$ cat src/rtl/nvram_ctrl_pkg.sv
// Shared types and constants for the NVRAM working/shadow copy controller.
package nvram_pkg;

  localparam int DEF_ADDR_W = 8;
  localparam int DEF_DW     = 8;
  localparam int NV_DEPTH   = 256;
  localparam logic [7:0] NV_FILL = 8'hFF;

  typedef enum logic [2:0] {
    IDLE  = 3'd0,
    ST_RD = 3'd1,
    ST_WR = 3'd2,
    RC_RD = 3'd3,
    RC_WR = 3'd4,
    HPS   = 3'd5
  } nv_state_t;

  // Copy states own both RAM ports; the CPU is locked out while one runs.
  function automatic logic is_copy(input nv_state_t s);
    return (s == ST_RD) || (s == ST_WR) || (s == RC_RD) || (s == RC_WR);
  endfunction

endpackage

$ cat src/rtl/nvram_ctrl_req_latch.sv
// Rising-edge detector feeding a sticky pending flag; a fresh edge wins over clear.
module nvram_req_latch (
  input  logic clk,
  input  logic reset,
  input  logic req,
  input  logic clr,
  output logic pend
);

  logic req_q;

  always_ff @(posedge clk) begin
    if (reset) begin
      req_q <= 1'b0;
      pend  <= 1'b0;
    end else begin
      req_q <= req;
      // An edge that lands while the copy is starting must re-arm it.
      if (req && !req_q)
        pend <= 1'b1;
      else if (clr)
        pend <= 1'b0;
    end
  end

endmodule

$ cat src/rtl/nvram_ctrl.sv
// STORE/RECALL block copier between working and shadow NVRAM, with HPS ioctl access to shadow.
module nvram_ctrl
  import nvram_pkg::*;
#(
  parameter int ADDR_W = DEF_ADDR_W,
  parameter int DW     = DEF_DW
) (
  input  logic              clk,
  input  logic              reset,
  input  logic              ce2Hd,
  input  logic              cpu_we,
  input  logic [ADDR_W-1:0] cpu_addr,
  input  logic [DW-1:0]     cpu_din,
  output logic [DW-1:0]     cpu_dout,
  input  logic              store_req,
  input  logic              recall_req,
  input  logic              ioctl_download,
  input  logic              ioctl_upload,
  input  logic              ioctl_wr,
  input  logic [ADDR_W-1:0] ioctl_addr,
  input  logic [DW-1:0]     ioctl_din,
  output logic [DW-1:0]     ioctl_dout,
  output logic [ADDR_W-1:0] wram_addr,
  output logic [DW-1:0]     wram_din,
  output logic              wram_we,
  input  logic [DW-1:0]     wram_dout,
  output logic [ADDR_W-1:0] sram_addr,
  output logic [DW-1:0]     sram_din,
  output logic              sram_we,
  input  logic [DW-1:0]     sram_dout,
  output logic              busy,
  output logic              done,
  output logic              dirty
);

  nv_state_t         state;
  logic [ADDR_W-1:0] cnt;
  logic              pend_store, pend_recall;
  logic              clr_store, clr_recall;
  logic              hps_req, upload_q;

  assign hps_req    = ioctl_download | ioctl_upload;
  assign clr_recall = (state == IDLE) && !hps_req && pend_recall;
  assign clr_store  = (state == IDLE) && !hps_req && !pend_recall && pend_store;

  nvram_req_latch u_store_latch (
    .clk   (clk),
    .reset (reset),
    .req   (store_req),
    .clr   (clr_store),
    .pend  (pend_store)
  );

  nvram_req_latch u_recall_latch (
    .clk   (clk),
    .reset (reset),
    .req   (recall_req),
    .clr   (clr_recall),
    .pend  (pend_recall)
  );

  always_ff @(posedge clk) begin
    if (reset) begin
      state    <= IDLE;
      cnt      <= '0;
      busy     <= 1'b0;
      done     <= 1'b0;
      dirty    <= 1'b0;
      upload_q <= 1'b0;
    end else begin
      done     <= 1'b0;
      upload_q <= ioctl_upload;
      case (state)
        IDLE: begin
          if (hps_req) begin
            state <= HPS;
          end else if (pend_recall) begin
            state <= RC_RD;
            busy  <= 1'b1;
          end else if (pend_store) begin
            state <= ST_RD;
            busy  <= 1'b1;
          end
        end
        ST_RD: state <= ST_WR;
        ST_WR: begin
          cnt <= cnt + 1'b1;
          if (cnt == '1) begin
            state <= IDLE;
            busy  <= 1'b0;
            done  <= 1'b1;
            dirty <= 1'b1;
          end else begin
            state <= ST_RD;
          end
        end
        RC_RD: state <= RC_WR;
        RC_WR: begin
          cnt <= cnt + 1'b1;
          if (cnt == '1) begin
            state <= IDLE;
            busy  <= 1'b0;
            done  <= 1'b1;
          end else begin
            state <= RC_RD;
          end
        end
        HPS: begin
          // A finished upload means the SD image matches the shadow again.
          if (upload_q && !ioctl_upload)
            dirty <= 1'b0;
          if (ioctl_download && ioctl_wr)
            dirty <= 1'b1;
          if (!hps_req)
            state <= IDLE;
        end
        default: state <= IDLE;
      endcase
    end
  end

  // RAM port steering; the RAMs register the address, so data returns one cycle later.
  always_comb begin
    wram_addr  = cpu_addr;
    wram_din   = cpu_din;
    wram_we    = cpu_we & ce2Hd;
    sram_addr  = cnt;
    sram_din   = wram_dout;
    sram_we    = 1'b0;
    cpu_dout   = wram_dout;
    ioctl_dout = '0;
    case (state)
      ST_RD, RC_RD: begin
        wram_addr = cnt;
        wram_we   = 1'b0;
      end
      ST_WR: begin
        wram_addr = cnt;
        wram_we   = 1'b0;
        sram_din  = wram_dout;
        sram_we   = 1'b1;
      end
      RC_WR: begin
        wram_addr = cnt;
        wram_din  = sram_dout;
        wram_we   = 1'b1;
      end
      HPS: begin
        sram_addr  = ioctl_addr;
        sram_din   = ioctl_din;
        sram_we    = ioctl_wr & ioctl_download;
        ioctl_dout = sram_dout;
      end
      default: ;
    endcase
    if (is_copy(state))
      cpu_dout = DW'(NV_FILL);
    if (reset) begin
      wram_we    = 1'b0;
      sram_we    = 1'b0;
      cpu_dout   = '0;
      ioctl_dout = '0;
    end
  end

endmodule

$ cat config.mk
export PLATFORM = sky130hd
export DESIGN_NAME = nvram_ctrl
export DESIGN_NICKNAME = d
export VERILOG_FILES = /design/src/rtl/nvram_ctrl_pkg.sv /design/src/rtl/nvram_ctrl_req_latch.sv /design/src/rtl/nvram_ctrl.sv
export SDC_FILE = /design/constraint.sdc
export NUM_CORES = 1
export LEC_CHECK = 0
export BUFFER_PORTS_ARGS = -buffer_cell sky130_fd_sc_hd__clkbuf_2
export CAP_MARGIN = 20
export CORE_MARGIN = 4
export CORE_UTILIZATION = 40
export DETAILED_ROUTE_END_ITERATION = 12
export PLACE_DENSITY = 0.76
export SLEW_MARGIN = 20
export SYNTH_ARGS = -nofsm -noshare
export SYNTH_HDL_FRONTEND = slang
export SYNTH_SLANG_ARGS = --single-unit
$ cat constraint.sdc
create_clock -name clk -period 1.95 [get_ports clk]
set_clock_uncertainty 0.2 [all_clocks]
set_input_delay 0.0975 -clock clk [delete_from_list [all_inputs] [get_ports clk]]
set_output_delay 0.0975 -clock clk [all_outputs]
set_load 0.005 [all_outputs]
## Yosys cells after proc, flatten, opt, wreduce, memory -nomap -nowiden

Index checks and enable logic that the tools add are counted.

| operators by class | value |
|---|---|
| equality and inequality tests | 13 |
| bitwise gates (word level) | 4 |
| muxes and demuxes | 33 |
| reductions and logical operators | 28 |
| add/subtract/negate cells | 1 |

Operators by type and width:

| kind | count |
|---|---|
| 8-bit two-way mux | 8 |
| 3-bit case mux with 6 select lines | 1 |
| 1-bit two-way mux | 15 |
| 3-bit two-way mux | 4 |
| 8-bit by 1-bit adder with 8-bit output (second input constant) | 1 |
| 8-bit equality test (second input constant) | 1 |
| 1-bit logical AND | 8 |
| 1-bit case mux with 2 select lines | 4 |
| 2-bit nonzero test | 4 |
| 3-bit by 2-bit equality test with 1-bit output (second input constant) | 2 |
| 3-bit equality test (second input constant) | 2 |
| 2-bit != test (second input constant) | 3 |
| 1-bit logical NOT | 5 |
| 4-bit by 2-bit != test with 1-bit output (second input constant) | 1 |
| 4-bit AND reduction | 1 |
| 2-bit OR reduction | 2 |
| 4-bit OR reduction | 1 |
| 3-bit by 1-bit equality test with 1-bit output (second input constant) | 1 |
| 3-bit logical NOT | 1 |
| 1-bit logical OR | 3 |
| 3-bit by 1-bit != test with 1-bit output (second input constant) | 1 |
| 3-bit != test (second input constant) | 1 |
| 3-bit AND reduction | 1 |
| 3-bit OR reduction | 1 |
| 6 further kinds | 7 |

| word-level totals | value |
|---|---|
| word-level logic and storage cells | 89 |
| bits of input ports | 57 |
| flip-flop bits (word level) | 19 |
| output and inout port bits | 53 |

## Depth between registers and ports, before layout

Gate-level depths: netlist of the first run.

| logic depth | value |
|---|---|
| depth after elaboration | 7 |
| gate-level depth with buffers | 5 |
| depth with buffers taken out | 4 |

## Hierarchy

From an unflattened synthesis of the first run, not the netlist that was laid out.

| second synthesis, totals | value |
|---|---|
| cells, all modules | 183 |
| area total of the unflattened synthesis | 1476.4 um2 |

By module, submodules not included:

| module | times used | area each (um2) | seq. area each (um2) | cells each |
|---|---|---|---|---|
| nvram_ctrl | 1 | 1341.3 | 300.3 | 171 |
| nvram_req_latch | 2 | 67.6 | 40.0 | 6 |

## Worst setup path after synthesis of the first run

OpenSTA, ideal clock, no wires.

| path | value |
|---|---|
| kind | register -> register |
| from | register state[0] |
| to | register busy |
| slack | 0.317 ns |
| setup time | 0.092 ns |
| required time | 1.658 ns |
| cell stages (with the launch flop) | 5 |
| path buffers | 1 |
| data arrival time | 1.341 ns |
| period minus slack after synthesis | 1.633 ns |
| cells stage by stage | dfxtp_1 > buf_6 > or3_4 > or3_1 > o32ai_1 |

| between the ends | value |
|---|---|
| longest elaborated chain between the ends | 4 |
| elaborated cells between the ends (all ways) | 10 |
| those cells by class | eq/ne: 5; mux: 1; reduce/logical: 4 |

RTL lines:

| element | line | source |
|---|---|---|
| start: declaration | nvram_ctrl.sv:36 | `nv_state_t state;` |
| start signal: assignment | nvram_ctrl.sv:64 | `state <= IDLE;` |
| start signal: assignment | nvram_ctrl.sv:76 | `state <= HPS;` |
| start signal: assignment | nvram_ctrl.sv:78 | `state <= RC_RD;` |
| 3-bit by 2-bit equality test with 1-bit output / 3-bit equality test (equally long branches) | nvram_ctrl.sv:73 | `case (state)` |
| 2-bit OR reduction (no source line) | - |  |
| 2-bit by 1-bit != test with 1-bit output (no source line) / 2-bit nonzero test (equally long branches) | - |  |
| 4-bit AND reduction (no source line) | - |  |
| end signal: assignment | nvram_ctrl.sv:79 | `busy <= 1'b1;` |
| end signal: assignment | nvram_ctrl.sv:82 | `busy <= 1'b1;` |
| end signal: assignment | nvram_ctrl.sv:90 | `busy <= 1'b0;` |
| end: declaration | nvram_ctrl.sv:31 | `output logic busy,` |

Parallel ways exist; a longest one is shown, timed or not.
A chain may end at the register's enable or synchronous reset.

## Worst setup path in the final report of the first run

| path | value |
|---|---|
| from | register state[1] |
| to | output wram_addr[4] |

| between the ends | value |
|---|---|
| longest elaborated chain between the ends | 3 |
| elaborated cells between the ends (all ways) | 6 |
| those cells by class | eq/ne: 4; mux: 1; reduce/logical: 1 |

RTL lines:

| element | line | source |
|---|---|---|
| 3-bit by 1-bit equality test with 1-bit output, or another cell as far along | nvram_ctrl.sv:132 | `case (state)` |
| 4-bit OR reduction (no source line) (*) | - |  |
| 8-bit two-way mux (*) | nvram_ctrl.sv:132 |  |
| end: declaration | nvram_ctrl.sv:23 | `output logic [ADDR_W-1:0] wram_addr,` |

Every way passes the cells marked *; elsewhere a longest branch is shown, timed or not.

==> impl_metrics.tcl, run 1 <==
set metrics [dict create \
    nNetsFinal 354 \
    hold_slack_ps 46.49 \
    tightest_slew_ps 721.9 \
    synthSimpleGateAreaFrac_pct 25.46 \
    end_kind "output port" \
    hold_viol_final 0 \
    track_usage_pct 19.99 \
    vdd_drop_max_v 0.0006280 \
    vias_per_cell 5.343 \
    fmax_mhz 526.5 \
    antenna_found_initial 0 \
    dr.pass1.iters 4 \
    p_total_mw 2.393 \
    netlist_instances 170 \
    wire_per_inst_um 14.75 \
    fillers 289 \
    required_ps 1650 \
    synth.area.mux_share_pct 25.80 \
    tritoncts "yes" \
    power.density_nw_per_um2 1040 \
    synth-adder-area-share_pct 0.8432 \
    drc 0 \
    synth-seq-cells 19 \
    antenna_cells 0 \
    die_h_um 68.91 \
    gp_congestion 0.8110 \
    antenna_left 0 \
    synth_compound_area_share_pct 17.28 \
    slew_viol_final 0 \
    grt_pass1_vias 1711 \
    hold_path_class "in2reg" \
    clk_latency_ps 260 \
    synth_warnings 0 \
    area_growth_pct 55.14 \
    drtIter0Drc 72 \
    core_area_um2 3468 \
    seq_area_um2 385.4 \
    ctsHtreeMaxLevel 1 \
    finalSetupTns_ps 0 \
    clockRootBuffer "clkbuf_8" \
    ys_seq_area_share_pct 25.63 \
    start_util_pct 42.78 \
    ys_types 42 \
    yosysTopAreaCell "mux2_2" \
    die_area_um2 4749 \
    grt_max_degree 18 \
    startpoint_type "flop" \
    maxCapViolations 0 \
    clkTransAtPathRegs_ps 70 \
    netlist_area_um2 1484 \
    grt_overflow_total 0 \
    syn_nets 228 \
    postLayoutCoreUtil_pct 66.38 \
    synth-xor-area-share_pct 1.180 \
    cts.path.max_buffers 2 \
    pre_cts_ws_ps 99.08 \
    critical_path_class "reg2out" \
    die_w_um 68.91 \
    num_vias 1822 \
    min_period_ps 1899 \
    io_pins 110 \
    num_rows 21 \
    synth.area.top_cells "mux2_2 26%, dfxtp_1 26%, a21oi_1 6.1%" \
    grt_pass1_wl_um 7203 \
    cp.arrival_ps 1600 \
    cts.sinks 19 \
    syn_area_per_cell_um2 8.729 \
    wirelength_um 5031 \
    finalSetupViolCount 0 \
    fin_crit_sh_pct 97.41 \
    layout-drive-gt1-share_pct 58.31 \
    crit_fanout 8 \
    port-buffer-count 109 \
    yosys.area.top_type_share_pct 25.80 \
    hpwl_um 3860 \
    status "finished, final reports clean" \
    power_leakage_nw 1.125 \
    synth_top_family_by_area "multiplexers" \
    slew_headroom_pct 51.53 \
    multi_input_area_um2 1069 \
    numCtsBuffers 3 \
    rrSetupSlack_ps 110 \
    worst_slack_ps 50.51 \
]
==> critical path, stage by stage, from the launching register on <==
cell and delay (ps):
dfxtp_4 370, or3_4 410, nand2_8 110, mux2_2 340, clkbuf_2 110
==> timing repair <==
| item | 4_1_cts | 5_1_grt |
|---|---|---|
| endpoints found under the hold margin | 5 | 0 |
| buffers inserted | 1 | 5 |
| resized for setup | 5 | 3 |
| hold buffers | 3 | 0 |
| pin swaps | 1 | 2 |
| setup endpoints to repair | 25 | 31 |
==> area by class of cell <==
class                      instances  area share (%)
clock buffer                       4           1.957
sequential                        19           16.74
timing repair buffer             131           32.07
multi-input combinational        139           46.41
tap                               46           2.500
inverter                           2          0.3261
==> registers in the layout, indices dropped and copies added, names as in the netlist <==
signal and flops:
u_store_latch.req_q 1, cnt 8, state 3, u_recall_latch.pend 1
dirty 1, upload_q 1, busy 1, u_store_latch.pend 1
done 1, u_recall_latch.req_q 1
==> worst paths after layout <==
path | cells after the start | start | endpoint
max | 4 | state[1] | wram_addr[4]
max reg2reg | 4 | state[1] | busy
min | 3 | ioctl_download | u_store_latch.pend
min reg2reg | 2 | busy | busy
==> cell usage after synthesis (all sizes together) <==
cell type,n
nand4,1
o41ai,1
clkbuf,6
o31ai,4
dfxtp,19
or4,3
ha,1
nor2b,5
o21a,1
nand2,4
or3b,1
nor4b,1
a211oi,1
xor2,1
and2,8
nand4b,1
a21oi,18
o2111ai,1
nand2b,4
o32ai,3
inv,2
buf,4
nand3b,2
o21bai,1
nor2,13
and4,1
a2bb2oi,1
or3,6
a32o,1
o21ai,8
nand3,5
nor4,3
o211ai,1
nor3b,3
xnor2,1
mux2,34
==> per-layer routing <==
layer	GRT usage (%)	part of all wire (%)	wire [um]
met5	0	0	0
met4	7.299	1.5	74
met3	5.186	8.8	445
met2	37.14	52	2596
met1	21.51	38	1915
==> metrics by stage <==
| stage | instance area, um2 | std cells |
|---|---|---|
| after detailed placement | 2136 | 328 |
| after global placement | 2136 | 328 |
| after global routing | 2302 | 341 |
| after CTS | 2242 | 336 |
| after floorplan | 1484 | 170 |
| final | 2302 | 341 |
==> kinds of logic after synthesis <==
| group | Yosys count |
|---|---|
| adders and majority gates | 1 |
| and+or+nand+nor | 61 |
| muxes | 34 |
| xor gates and xnor gates | 2 |
| DFF | 19 |
| AOI/OAI and AO/OA | 41 |
| buffers and inverters | 12 |
==> layout by cell type, fill, tap and decap left out, types with 2 or more instances in the layout <==
cell type / count
a21oi_1: 18
and2_1: 8
buf_4: 16
buf_6: 2
clkbuf_2: 109
clkbuf_8: 3
dfxtp_1: 17
dlygate4sd3_1: 3
inv_1: 2
mux2_2: 34
nand2_1: 3
nand2b_1: 4
nand3_1: 5
nor2_1: 13
nor2b_1: 5
nor3b_1: 2
nor4_1: 3
o21ai_0: 7
o31ai_1: 4
o32ai_1: 3
or3_1: 5
or4_1: 3
==> report_power, final <==
part	internal (mW)	leakage (nW)	switching (mW)
logic	0.823	0.946	0.758
registers	0.455	0.157	0.0793
clock network	0.145	0.0228	0.133
(Power assumes the default switching activity.)
==> run 2: changes to the inputs <==
- CORE_UTILIZATION: 40 -> 44
- PLACE_DENSITY: 0.76 -> 0.82
- clock period: 1.95 -> 2.3 ns (I/O delays scaled with it)
==> run 2 against run 1 <==
Effect of this change:
- hold slack got worse by 24 ps
- clock power fell by 37%
- count of clock-buffer cells in the layout did not move
- sequential power shrank 9.2%
- final cell count shrank 5.3%
- global-route usage up 1.7 points
- die area is 8.1% lower
- total power down 29%
- register-to-register slack better by 250 ps
- utilization up 1.3 points
- routed wire length down 7.4%
==> impl_metrics.tcl, run 2 (same netlist as run 1, synthesis figures left out) <==
set metrics [dict create \
    status "finished, final reports clean" \
    ctsHtreeMaxLevel 1 \
    power_leakage_nw 1.029 \
    mostFrequentLayoutCells "109 x clkbuf_2, 34 x mux2_2, 18 x a21oi_1" \
    top_register "cnt" \
    startpoint_type "flop" \
    nNetsFinal 338 \
    clk_latency_ps 300 \
    cp.arrival_ps 1880 \
    clockRootBuffer "clkbuf_4" \
    fin_crit_sh_pct 95.59 \
    gp_congestion 0.8396 \
    die_h_um 66.08 \
    grt_overflow_total 0 \
    vias_per_cell 5.412 \
    grt_pass1_vias 1781 \
    hold_path_class "in2reg" \
    grt_pass1_wl_um 7583 \
    tightest_slew_ps 944.7 \
    grt_max_degree 25 \
    slew_headroom_pct 36.57 \
    cts.path.max_buffers 2 \
    critPathMaxStageDelay_ps 500 \
    dr.pass1.iters 4 \
    min_period_ps 2199 \
    reg.largest.list "cnt (8), state (3)" \
    slew_viol_final 0 \
    port-buffer-count 109 \
    track_usage_pct 21.70 \
    layout-drive-gt1-share_pct 55.91 \
    numCtsBuffers 3 \
    p_total_mw 1.701 \
    antenna_cells 0 \
    fmax_mhz 454.8 \
    cp_slowest_cell "or3_4" \
    io_pins 110 \
    critical_path_class "reg2out" \
    maxCapViolations 0 \
    dpl.cell_count 316 \
    postLayoutCoreUtil_pct 67.68 \
    cts.sinks 19 \
    drc 0 \
    tritoncts "yes" \
    wirelength_um 4658 \
    core_area_um2 3128 \
    start_util_pct 47.44 \
    power.density_nw_per_um2 803.7 \
    antenna_left 0 \
    fin_cells 323 \
    hpwl_um 3613 \
    final_common_cell "clkbuf_2" \
    vdd_drop_max_v 0.0004792 \
    crit_fanout 13 \
    clkTransAtPathRegs_ps 110 \
    wire_per_inst_um 14.42 \
    largest_reg_flops 8 \
    antenna_found_initial 0 \
    num_rows 20 \
    hold_viol_final 0 \
    crit_family "simple AND/OR/NAND/NOR gates" \
    die_area_um2 4366 \
    crit_chain "or3_4, nand2_2, mux2_2, clkbuf_2" \
    required_ps 1990 \
    rsz0062_at_grt "no" \
    finalSetupTns_ps 0 \
    area_growth_pct 42.66 \
    drtIter0Drc 40 \
    end_kind "output port" \
    die_w_um 66.08 \
    finalSetupViolCount 0 \
    num_vias 1748 \
    path_buf_inv 1 \
]
-- run 2: cell type report --
class / instances / area, um2
clock buffer: 4 / 26.28
sequential: 19 / 382.9
fill: 270 / 1011
tap: 44 / 55.05
multi-input combinational: 139 / 1047
inverter: 2 / 7.507
timing repair buffer: 115 / 598.1
-- run 2: through the flow --
stage | worst slack, ps | area, um2 | hold WS, ps
CTS | 25.61 | 2116 | 18.53
floorplan | 667.1 | 1484 | 43.18
detailed placement | 220.1 | 2058 | 150.4
global placement | 280.7 | 2058 | 145.9
finish | 101.4 | 2117 | 22.10
global route | 21.97 | 2117 | 61.56
-- run 2: metal layers --
| metal | wire [um] | GRT usage, % | vias up |
|---|---|---|---|
| met3 | 414 | 5.442 | 10 |
| met1 | 1714 | 23.56 | 801 |
| li1 | - | - | 856 |
| met4 | 76 | 6.091 | 0 |
| met5 | 0 | 0 | - |
| met2 | 2452 | 41.05 | 81 |
-- run 2: timing repair --
item | in CTS | in global routing
endpoints found under the hold margin | 5 | 0
hold buffers | 3 | 0
endpoints found under the setup margin | 2 | 14
gates resized for setup | 1 | 1
buffers inserted | 0 | 0
-- run 2: worst paths after layout --
kind | from | cells past startpoint | slack [ps] | to
worst max-delay path | state[0] | 4 | 100 | wram_addr[2]
worst min-delay path | ioctl_download | 3 | 20 | busy
worst max register to register | state[1] | 3 | 360 | cnt[7]
worst min register to register | busy | 2 | 280 | busy
-- run 2: power by group --
group / total [mW] / switching (mW) / leakage, nW / internal, mW
clock network: 0.174 / 0.107 / 0.0150 / 0.0676
registers: 0.485 / 0.103 / 0.156 / 0.383
logic: 1.04 / 0.505 / 0.858 / 0.537
total: 1.70 / 0.714 / 1.03 / 0.987
-- run 2: tightest hold or removal path: cells and delay by family --
family,cells,cell delay (ps)
buf+inv,1,160
simple gates,1,130
compound gates,1,70
